==> src/rtl/rng_bit_packer_pkg.sv <==
// =============================================================================
// Module  : rng_pkg
// Brief   : Shared types and constants for the TRNG bit packer and its
//           transmit-side consumers.
// Rev     : 1.0  initial release
// =============================================================================
`default_nettype none

package rng_pkg;

  typedef enum logic [0:0] {
    FILL  = 1'b0,
    ALARM = 1'b1
  } pack_state_t;

  localparam int RNG_WORD_WIDTH = 8;
  localparam int RNG_REP_LIMIT  = 32;

  localparam logic [7:0] ASCII_ZERO = 8'h30;
  localparam logic [7:0] ASCII_ONE  = 8'h31;

endpackage

`default_nettype wire

==> src/rtl/rng_bit_packer_if.sv <==
// =============================================================================
// Module  : rng_bit_packer_if
// Brief   : Valid/ready word stream from the packer holder to its consumer.
// Rev     : 1.0  initial release
// =============================================================================
`default_nettype none

interface rng_bit_packer_if
  import rng_pkg::*;
#(
  parameter int WORD_WIDTH = RNG_WORD_WIDTH
) ();

  logic [WORD_WIDTH-1:0] word_out;
  logic                  word_valid;
  logic                  word_ready;

  modport master (output word_out, output word_valid, input  word_ready);
  modport slave  (input  word_out, input  word_valid, output word_ready);

endinterface

`default_nettype wire

==> src/rtl/rng_bit_packer_rep_counter.sv <==
// =============================================================================
// Module  : rng_rep_counter
// Brief   : Repetition-count health test; pulses trip_o on the raw bit that
//           brings the run of identical bits up to REP_LIMIT.
// Rev     : 1.0  initial release
// =============================================================================
`default_nettype none

module rng_rep_counter
  import rng_pkg::*;
#(
  parameter int REP_LIMIT = RNG_REP_LIMIT
) (
  input  logic clk,
  input  logic reset,
  input  logic clear,
  input  logic en_i,
  input  logic bit_i,
  output logic trip_o
);

  localparam int CNT_W = $clog2(REP_LIMIT + 1);

  logic [CNT_W-1:0] run_cnt_q, run_cnt_d;
  logic             last_bit_q;

  // A fresh counter (0) with a matching last_bit still lands on 1.
  always_comb begin
    run_cnt_d = run_cnt_q;
    if (bit_i == last_bit_q) begin
      if (run_cnt_q != CNT_W'(REP_LIMIT)) run_cnt_d = run_cnt_q + 1'b1;
    end else begin
      run_cnt_d = CNT_W'(1);
    end
  end

  assign trip_o = en_i && (run_cnt_d == CNT_W'(REP_LIMIT));

  always_ff @(posedge clk) begin
    if (reset || clear) begin
      run_cnt_q  <= '0;
      last_bit_q <= 1'b0;
    end else if (en_i) begin
      run_cnt_q  <= run_cnt_d;
      last_bit_q <= bit_i;
    end
  end

endmodule

`default_nettype wire

==> src/rtl/rng_bit_packer.sv <==
// =============================================================================
// Module  : rng_bit_packer
// Brief   : Health-tested raw-bit packer with a one-word output holder and a
//           saturating drop counter. Define RNG_PACKER_DEBIAS_EN to insert a
//           von Neumann debiaser between the health test and the packer.
// Rev     : 1.0  initial release
// =============================================================================
`default_nettype none

module rng_bit_packer
  import rng_pkg::*;
#(
  parameter int WORD_WIDTH = RNG_WORD_WIDTH,
  parameter int REP_LIMIT  = RNG_REP_LIMIT,
  parameter int DROP_CNT_W = 16
) (
  input  logic                         clk,
  input  logic                         reset,
  input  logic                         clear,
  input  logic                         bit_in,
  input  logic                         bit_valid,
  rng_bit_packer_if.master             word_if,
  output logic [DROP_CNT_W-1:0]        drop_count,
  output logic                         rep_alarm,
  output logic [$clog2(WORD_WIDTH):0]  fill_level
);

  localparam int FILL_W = $clog2(WORD_WIDTH) + 1;

  pack_state_t           state_q, state_d;
  logic [WORD_WIDTH-1:0] shift_q, shift_d;
  logic [FILL_W-1:0]     fill_q, fill_d;
  logic [WORD_WIDTH-1:0] hold_q, hold_d;
  logic                  valid_q, valid_d;
  logic [DROP_CNT_W-1:0] drop_q, drop_d;
  logic                  alarm_q, alarm_d;
  logic                  accept, trip, pack_en, pack_bit, word_done;

`ifdef RNG_PACKER_DEBIAS_EN
  logic phase_q, phase_d;
  logic half_q, half_d;
`endif

  assign accept = bit_valid && !clear && (state_q == FILL);

  rng_rep_counter #(.REP_LIMIT(REP_LIMIT)) u_rep (
    .clk    (clk),
    .reset  (reset),
    .clear  (clear),
    .en_i   (accept),
    .bit_i  (bit_in),
    .trip_o (trip)
  );

  always_comb begin
    state_d   = state_q;
    shift_d   = shift_q;
    fill_d    = fill_q;
    hold_d    = hold_q;
    valid_d   = valid_q;
    drop_d    = drop_q;
    alarm_d   = alarm_q;
    pack_en   = 1'b0;
    pack_bit  = bit_in;
    word_done = 1'b0;
`ifdef RNG_PACKER_DEBIAS_EN
    phase_d   = phase_q;
    half_d    = half_q;
`endif

    if (clear) begin
      state_d = FILL;
      shift_d = '0;
      fill_d  = '0;
      alarm_d = 1'b0;
`ifdef RNG_PACKER_DEBIAS_EN
      phase_d = 1'b0;
`endif
    end else if (accept) begin
      if (trip) begin
        state_d = ALARM;
        alarm_d = 1'b1;
        fill_d  = '0;
`ifdef RNG_PACKER_DEBIAS_EN
        phase_d = 1'b0;
`endif
      end else begin
`ifdef RNG_PACKER_DEBIAS_EN
        if (!phase_q) begin
          half_d  = bit_in;
          phase_d = 1'b1;
        end else begin
          phase_d  = 1'b0;
          pack_en  = (half_q != bit_in);
          pack_bit = half_q;
        end
`else
        pack_en = 1'b1;
`endif
      end
    end

    // Loading from the MSB end leaves the earliest bit at bit 0.
    if (pack_en) begin
      shift_d = {pack_bit, shift_q[WORD_WIDTH-1:1]};
      if (fill_q == FILL_W'(WORD_WIDTH - 1)) begin
        word_done = 1'b1;
        fill_d    = '0;
      end else begin
        fill_d = fill_q + 1'b1;
      end
    end

    if (word_done) begin
      if (!valid_q || word_if.word_ready) begin
        hold_d  = shift_d;
        valid_d = 1'b1;
      end else if (drop_q != {DROP_CNT_W{1'b1}}) begin
        drop_d = drop_q + 1'b1;
      end
    end else if (valid_q && word_if.word_ready) begin
      valid_d = 1'b0;
    end
  end

  always_ff @(posedge clk) begin
    if (reset) begin
      state_q <= FILL;
      shift_q <= '0;
      fill_q  <= '0;
      hold_q  <= '0;
      valid_q <= 1'b0;
      drop_q  <= '0;
      alarm_q <= 1'b0;
`ifdef RNG_PACKER_DEBIAS_EN
      phase_q <= 1'b0;
      half_q  <= 1'b0;
`endif
    end else begin
      state_q <= state_d;
      shift_q <= shift_d;
      fill_q  <= fill_d;
      hold_q  <= hold_d;
      valid_q <= valid_d;
      drop_q  <= drop_d;
      alarm_q <= alarm_d;
`ifdef RNG_PACKER_DEBIAS_EN
      phase_q <= phase_d;
      half_q  <= half_d;
`endif
    end
  end

  assign word_if.word_out   = hold_q;
  assign word_if.word_valid = valid_q;
  assign drop_count         = drop_q;
  assign rep_alarm          = alarm_q;
  assign fill_level         = fill_q;

endmodule

`default_nettype wire

==> src/flat_wrapper.sv <==
// flat-port wrapper written by rule: the top's interface ports become plain ports
module rng_bit_packer_flat import rng_pkg::*;
#(
  parameter int WORD_WIDTH = RNG_WORD_WIDTH,
  parameter int REP_LIMIT  = RNG_REP_LIMIT,
  parameter int DROP_CNT_W = 16
)
  (clk, reset, clear, bit_in, bit_valid, drop_count, rep_alarm, fill_level, word_if_word_out, word_if_word_valid, word_if_word_ready);
  rng_bit_packer_if #(.WORD_WIDTH(WORD_WIDTH)) word_if_i ();
  input  logic clk;
  input  logic reset;
  input  logic clear;
  input  logic bit_in;
  input  logic bit_valid;
  output logic [DROP_CNT_W-1:0] drop_count;
  output logic rep_alarm;
  output logic [$clog2(WORD_WIDTH):0] fill_level;
  output wire logic [$bits(word_if_i.word_out)-1:0] word_if_word_out;
  output wire logic [$bits(word_if_i.word_valid)-1:0] word_if_word_valid;
  input wire logic [$bits(word_if_i.word_ready)-1:0] word_if_word_ready;
  assign word_if_word_out = word_if_i.word_out;
  assign word_if_word_valid = word_if_i.word_valid;
  assign word_if_i.word_ready = word_if_word_ready;
  rng_bit_packer #(.WORD_WIDTH(WORD_WIDTH), .REP_LIMIT(REP_LIMIT), .DROP_CNT_W(DROP_CNT_W)) u_core (.clk(clk), .reset(reset), .clear(clear), .bit_in(bit_in), .bit_valid(bit_valid), .word_if(word_if_i), .drop_count(drop_count), .rep_alarm(rep_alarm), .fill_level(fill_level));
endmodule
==> config.mk <==
export PLATFORM = sky130hd
export DESIGN_NAME = rng_bit_packer_flat
export DESIGN_NICKNAME = d
export VERILOG_FILES = /design/src/rtl/rng_bit_packer_pkg.sv /design/src/rtl/rng_bit_packer_if.sv /design/src/rtl/rng_bit_packer_rep_counter.sv /design/src/rtl/rng_bit_packer.sv /design/src/flat_wrapper.sv
export SDC_FILE = /design/constraint.sdc
export NUM_CORES = 1
export LEC_CHECK = 0
export ABC_AREA = 0
export CAP_MARGIN = 5
export CELL_PAD_IN_SITES_DETAIL_PLACEMENT = 1
export CELL_PAD_IN_SITES_GLOBAL_PLACEMENT = 1
export CORE_UTILIZATION = 35
export CTS_BUF_LIST = sky130_fd_sc_hd__clkbuf_4
export CTS_CLUSTER_SIZE = 10
export DETAILED_ROUTE_END_ITERATION = 10
export GPL_ROUTABILITY_DRIVEN = 0
export PLACE_DENSITY_LB_ADDON = 0.05
export SYNTH_ARGS = -nofsm -noshare
export SYNTH_HDL_FRONTEND = slang
export SYNTH_SLANG_ARGS = --single-unit
==> constraint.sdc <==
create_clock -name clk -period 2.3 [get_ports clk]
set_clock_uncertainty 0.2 [all_clocks]
set_input_delay 0.69 -clock clk [delete_from_list [all_inputs] [get_ports clk]]
set_output_delay 0.69 -clock clk [all_outputs]
set_load 0.01 [all_outputs]
# --- Word-level counts from Yosys, hierarchy flattened ---
# Cells that the tools add are included.
word_totals:
  output_inout_bits: 30
  in_bits: 6
  ff_bits: 45
  elab_cells: 53
op_classes:
  n_addsub: 3
  n_mux: 17
  bitwise_logic: 2
  reduce_logical: 17
  eq_ne: 6
op_table:
  columns: ["operator", "n"]
  rows:
  - ["$mux W4", 5]
  - ["$add A16 B1 Y16 const B", 1]
  - ["$mux W8", 2]
  - ["$ne A16 B16 Y1 const B", 1]
  - ["$mux W6", 2]
  - ["$mux W1", 8]
  - ["$reduce_and A2 Y1", 4]
  - ["$add A6 B1 Y6 const B", 1]
  - ["$eq A6 B6 Y1 const B", 1]
  - ["$ne A6 B6 Y1 const B", 1]
  - ["$reduce_bool A3 Y1", 2]
  - ["$add A4 B1 Y4 const B", 1]
  - ["$eq A4 B3 Y1 const B", 1]
  - ["$logic_and A1 B1 Y1", 4]
  - ["$reduce_and A3 Y1", 1]
  - ["$logic_not A1 Y1", 2]
  - ["$logic_or A1 B1 Y1", 2]
  - ["$ne A2 B2 Y1 const B", 1]
  - ["$not A1 Y1", 2]
  - ["$reduce_bool A2 Y1", 1]
  - ["$reduce_or A2 Y1", 1]
  - ["$eq A1 B1 Y1", 1]

# --- Longest topological paths before layout ---
depth:
  word_depth: 11
  mapped_depth: 11

# --- Cells and area by module ---
# A second synthesis with hierarchy kept.
hier_totals:
  cells_unflattened: 249
  area_unflattened_um2: 2172.1
modules_own_cells:
  columns: ["module", "instances", "area_each_um2", "cells_each"]
  rows:
  - ["rng_bit_packer", 1, 1714.1, 193]
  - ["rng_rep_counter", 1, 457.9, 56]

# --- Worst setup path before layout ---
# OpenSTA, ideal clock, no wires.
synth_timing:
  kind: "input-to-reg"
  from: "input clear"
  to: "register u_core.drop_q[6] (netlist: u_core.drop_count[6])"
  t_arrival_ns: 2.072
  n_path_buf: 1
  t_required_ns: 1.977
  cell_stages: 7
  slack_ns: -0.095
  path_cell_list: "inv_1 -> nand3b_2 -> a21oi_4 -> o211ai_4 -> buf_6 -> nor4_1 -> mux2_1"
synth_between:
  elab_chain_cells: 9
synth_rtl:
  columns: ["item", "line", "rtl"]
  rows:
  - ["start, declared", "flat_wrapper.sv:12", "input logic clear;"]
  - ["$logic_not A1 Y1", "rng_bit_packer.sv:44", "assign accept = bit_valid && !clear && (state_q == FILL);"]
  - ["$logic_and A1 B1 Y1 (2 in a row)", "rng_bit_packer.sv:44", null]
  - ["$logic_and A1 B1 Y1", "rng_bit_packer_rep_counter.sv:37", "assign trip_o = en_i && (run_cnt_d == CNT_W'(REP_LIMIT));"]
  - ["$mux W1", "rng_bit_packer.sv:80", "if (trip) begin"]
  - ["$mux W1", "rng_bit_packer.sv:79", "end else if (accept) begin"]
  - ["$mux W1 (*)", "rng_bit_packer.sv:71", "if (clear) begin"]
  - ["$mux W1 (*)", "rng_bit_packer.sv:104", "if (pack_en) begin"]
  - ["$reduce_and A3 Y1 (no line) (*)", null, null]
  - ["end signal, assigned", "rng_bit_packer.sv:145", "drop_q <= drop_d;"]
  - ["end, declared", "rng_bit_packer.sv:35", "logic [DROP_CNT_W-1:0] drop_q, drop_d;"]
# Mark *: on every way between the ends. The rest lies on a longest branch, timed or not.
# A chain may end at the register's enable or synchronous reset.

# --- Worst setup path in the final report ---
layout_timing:
  from: "register u_core.u_rep.run_cnt_q[1]"
  to: "register u_core.drop_q[6] (netlist: u_core.drop_count[6])"
layout_between:
  elab_chain_cells: 10
  word_cells_on_any_way: 11
  cone_classes: "add/sub: 1; eq/ne: 2; mux: 6; reduce/logical: 2"
layout_rtl:
  columns: ["item", "line", "rtl"]
  rows:
  - ["start, declared", "rng_bit_packer_rep_counter.sv:24", "logic [CNT_W-1:0] run_cnt_q, run_cnt_d;"]
  - ["start signal, assigned", "rng_bit_packer_rep_counter.sv:44", "run_cnt_q <= run_cnt_d;"]
  - ["$add A6 B1 Y6 / $ne A6 B6 Y1 (equally long branches)", "rng_bit_packer_rep_counter.sv:31", "if (run_cnt_q != CNT_W'(REP_LIMIT)) run_cnt_d = run_cnt_q + 1'b1;"]
  - ["$mux W6 (*)", "rng_bit_packer_rep_counter.sv:31", null]
  - ["$mux W6 (*)", "rng_bit_packer_rep_counter.sv:30", "if (bit_i == last_bit_q) begin"]
  - ["$eq A6 B6 Y1 (*)", "rng_bit_packer_rep_counter.sv:37", null]
  - ["$logic_and A1 B1 Y1 (*)", "rng_bit_packer_rep_counter.sv:37", null]
  - ["$mux W1 (*)", "rng_bit_packer.sv:80", null]
  - ["$mux W1 (*)", "rng_bit_packer.sv:79", null]
  - ["$mux W1 (*)", "rng_bit_packer.sv:71", null]
  - ["$mux W1 (*)", "rng_bit_packer.sv:104", null]
  - ["$reduce_and A3 Y1 (no line) (*)", null, null]
# Marks and branches as above.

==> metrics <==
Rows 28; Initial Util 0.3719; CP Max Fanout 20; minimum hold slack 0.2824 ns; Cell Area, Placed 0.002957 mm2; syn_nets 268; CTS clk-pin slew, worst paths 0.14 ns; status finished with violations; initial antenna violation count 0; fin area 0.003237 mm2; setup TNS -0.0002771 ns; Core Footprint 0.006096 mm2; Critical Path RT 2.36 ns; antenna-violating nets left 0; Max-cap violations 0; P&R area growth vs syn 42.77%; flops & latches, synth 44; P per Cell Area 426.3 mW/mm2; CP startpoint kind register; failing checks negative setup slack; IR drop worst, VDD 0.0003437 V; Synth Warn # 0; post-CTS setup buffers 0; die height 82.49 um; post-layout utilization of the core 0.5310; Filler Cell Count 723; Setup crit start u_core.u_rep.run_cnt_q[1]; Antenna Cells 0; cell count after synthesis 258; initial DRC count 28; Critical Path AT 2.36 ns; Fmax 434.7 MHz; Total Wirelength 6.395 mm; HP Start u_core.shift_q[6]; post-route total power 1.380 mW; Setup crit end kind register; P_leak 1.173 nW; Final setup viols 1; CTS tree built; TritonRoute pass-1 iters 4; Post-CTS Hold Fix Bufs 0; cts bufs inserted 5; Final Critical Period 2.300 ns; Die W 82.49 um; Root Buffer clkbuf_4; post-DP HPWL 4.521 mm; average cell area after synthesis 8.787 um2; Worst Max-Slew Pin Slew 0.4293 ns; via count 2198; critical path class register to register; total global routing overflow 0; # nets final 340; Final Slew Violations 0; worst setup margin -0.0002771 ns; Avg WL per Cell 15.75 um; share of cells above drive strength 1 0.3293; CTS max path bufs 2; vias in the first global route 2162; Async SR Flop Fraction 0; first-pass GRT wire length 10.16 mm; Clock Latency Late Sink 0.37 ns; Synth Cell Area 0.002267 mm2; final routed DRC violation total 0; clk sinks 44; Seq/Total Area, Yosys 0.3885; max_slew headroom 0.7116; DIE AREA 0.006804 mm2; fin crit share 1.000; Most used DFF post-synth dfxtp_1; Post-synth EDFFs 0; vias per cell 5.414; port bufs 35; Crit Reg-Reg Startpoint u_core.u_rep.run_cnt_q[1]; gr usage total 0.1949; H-tree levels 2; Hold Crit Class register to register; largest net degree at the start of global routing 24; RSZ-0062 raised after global routing true; Final Hold Vio Count 0; Ports 36; count of cell types in the netlist 49
==> per-stage QoR <==
step,cells,worst slack (ns)
2_1_floorplan,258,0.006971
3_3_place_gp,396,-0.5559
3_5_place_dp,396,-0.5940
4_1_cts,405,-0.008543
5_1_grt,406,-0.08502
6_report,406,-0.0002771
==> cell usage after synthesis (4+ instances only) <==
library cell / instances / area (um2)
nor2_1: 23 / 86.33
or3_1: 5 / 31.28
dfxtp_1: 44 / 880.8
buf_6: 7 / 78.83
nand3_1: 17 / 85.08
inv_1: 8 / 30.03
a21oi_1: 31 / 155.2
ha_1: 4 / 50.05
nand4_1: 5 / 31.28
or4_1: 13 / 97.59
o31ai_1: 11 / 82.58
mux2i_1: 8 / 80.08
o21ai_0: 7 / 35.03
nand2_1: 22 / 82.58
==> cell usage in the layout, fill, tap and decap left out, drive strengths merged, types with 3 or more instances in the layout <==
cell type       n
nand4           5
o31ai          11
clkbuf          5
buf            44
nor2           24
or4            13
dfxtp          44
nand2          22
clkdlybuf4s50  27
nand3          17
mux2i           8
inv             7
a21oi          33
nor3            3
dlygate4sd2     4
dlymetal6s2s    4
or3             6
nor4            3
nor2b           3
o21ai           8
ha              4
==> layout make-up <==
class,count,area (um2),share of cell area
clock inverter,3,42.54,0.01314
sequential,44,904.6,0.2795
multi-input combinational,192,1393,0.4302
tap,75,93.84,0.02899
clock buffer,5,37.54,0.01160
timing repair buffer,79,732.0,0.2261
inverter,8,33.78,0.01044
==> worst paths after layout <==
path | to | slack (ns) | cells after the start
worst min register to register | u_core.shift_q[5] | 0.28 | 2
worst min-delay path | u_core.shift_q[5] | 0.28 | 2
worst max register to register | u_core.drop_count[6] | -0.0003 | 9
worst max-delay path | u_core.drop_count[6] | -0.0003 | 9
==> cell families after synthesis <==
group,after synthesis,share of synthesized area
xor+xnor,4,0.01546
compound gates,67,0.1998
simple gates,106,0.2517
mux,10,0.04525
buf+inv,23,0.07726
fa+ha+maj,4,0.02208
flops,44,0.3885
==> registers in the layout, summed over array words and instances, names as in the netlist <==
register	flops
u_core.shift_q	7
u_core.state_q	1
u_core.drop_count	16
u_core.u_rep.run_cnt_q	6
u_core.word_if.word_valid	1
u_core.word_if.word_out	8
u_core.fill_level	4
u_core.u_rep.last_bit_q	1
==> worst max-delay path, stage by stage (launching register included) <==
cell and delay, ns:
dfxtp_4 0.42, inv_2 0.05, ha_4 0.27, buf_6 0.10, nor3_2 0.05, a21oi_4 0.18, o211ai_4 0.12, buf_12 0.17
nor4_2 0.28, mux2_1 0.35
==> layer usage <==
metal / vias up / GRT usage / routed length [um]
li1: 1088 / - / -
met1: 1077 / 0.2528 / 3142
met2: 29 / 0.3314 / 3034
met3: 4 / 0.03626 / 164
met4: 0 / 0.04737 / 54
met5: - / 0 / 0
==> repair_timing <==
item | 4_1_cts | 5_1_grt
resized for setup | 12 | 44
cloned | 1 | 1
setup endpoints to repair | 38 | 34
pin swaps | 0 | 12
==> report_power, final <==
group          total [mW]  internal [mW]  leakage (nW)  switching, mW
Sequential          0.768          0.763         0.363        0.00419
Combinational       0.115         0.0516         0.769         0.0637
Clock               0.497          0.227        0.0412          0.270
(Power assumes the default switching activity.)
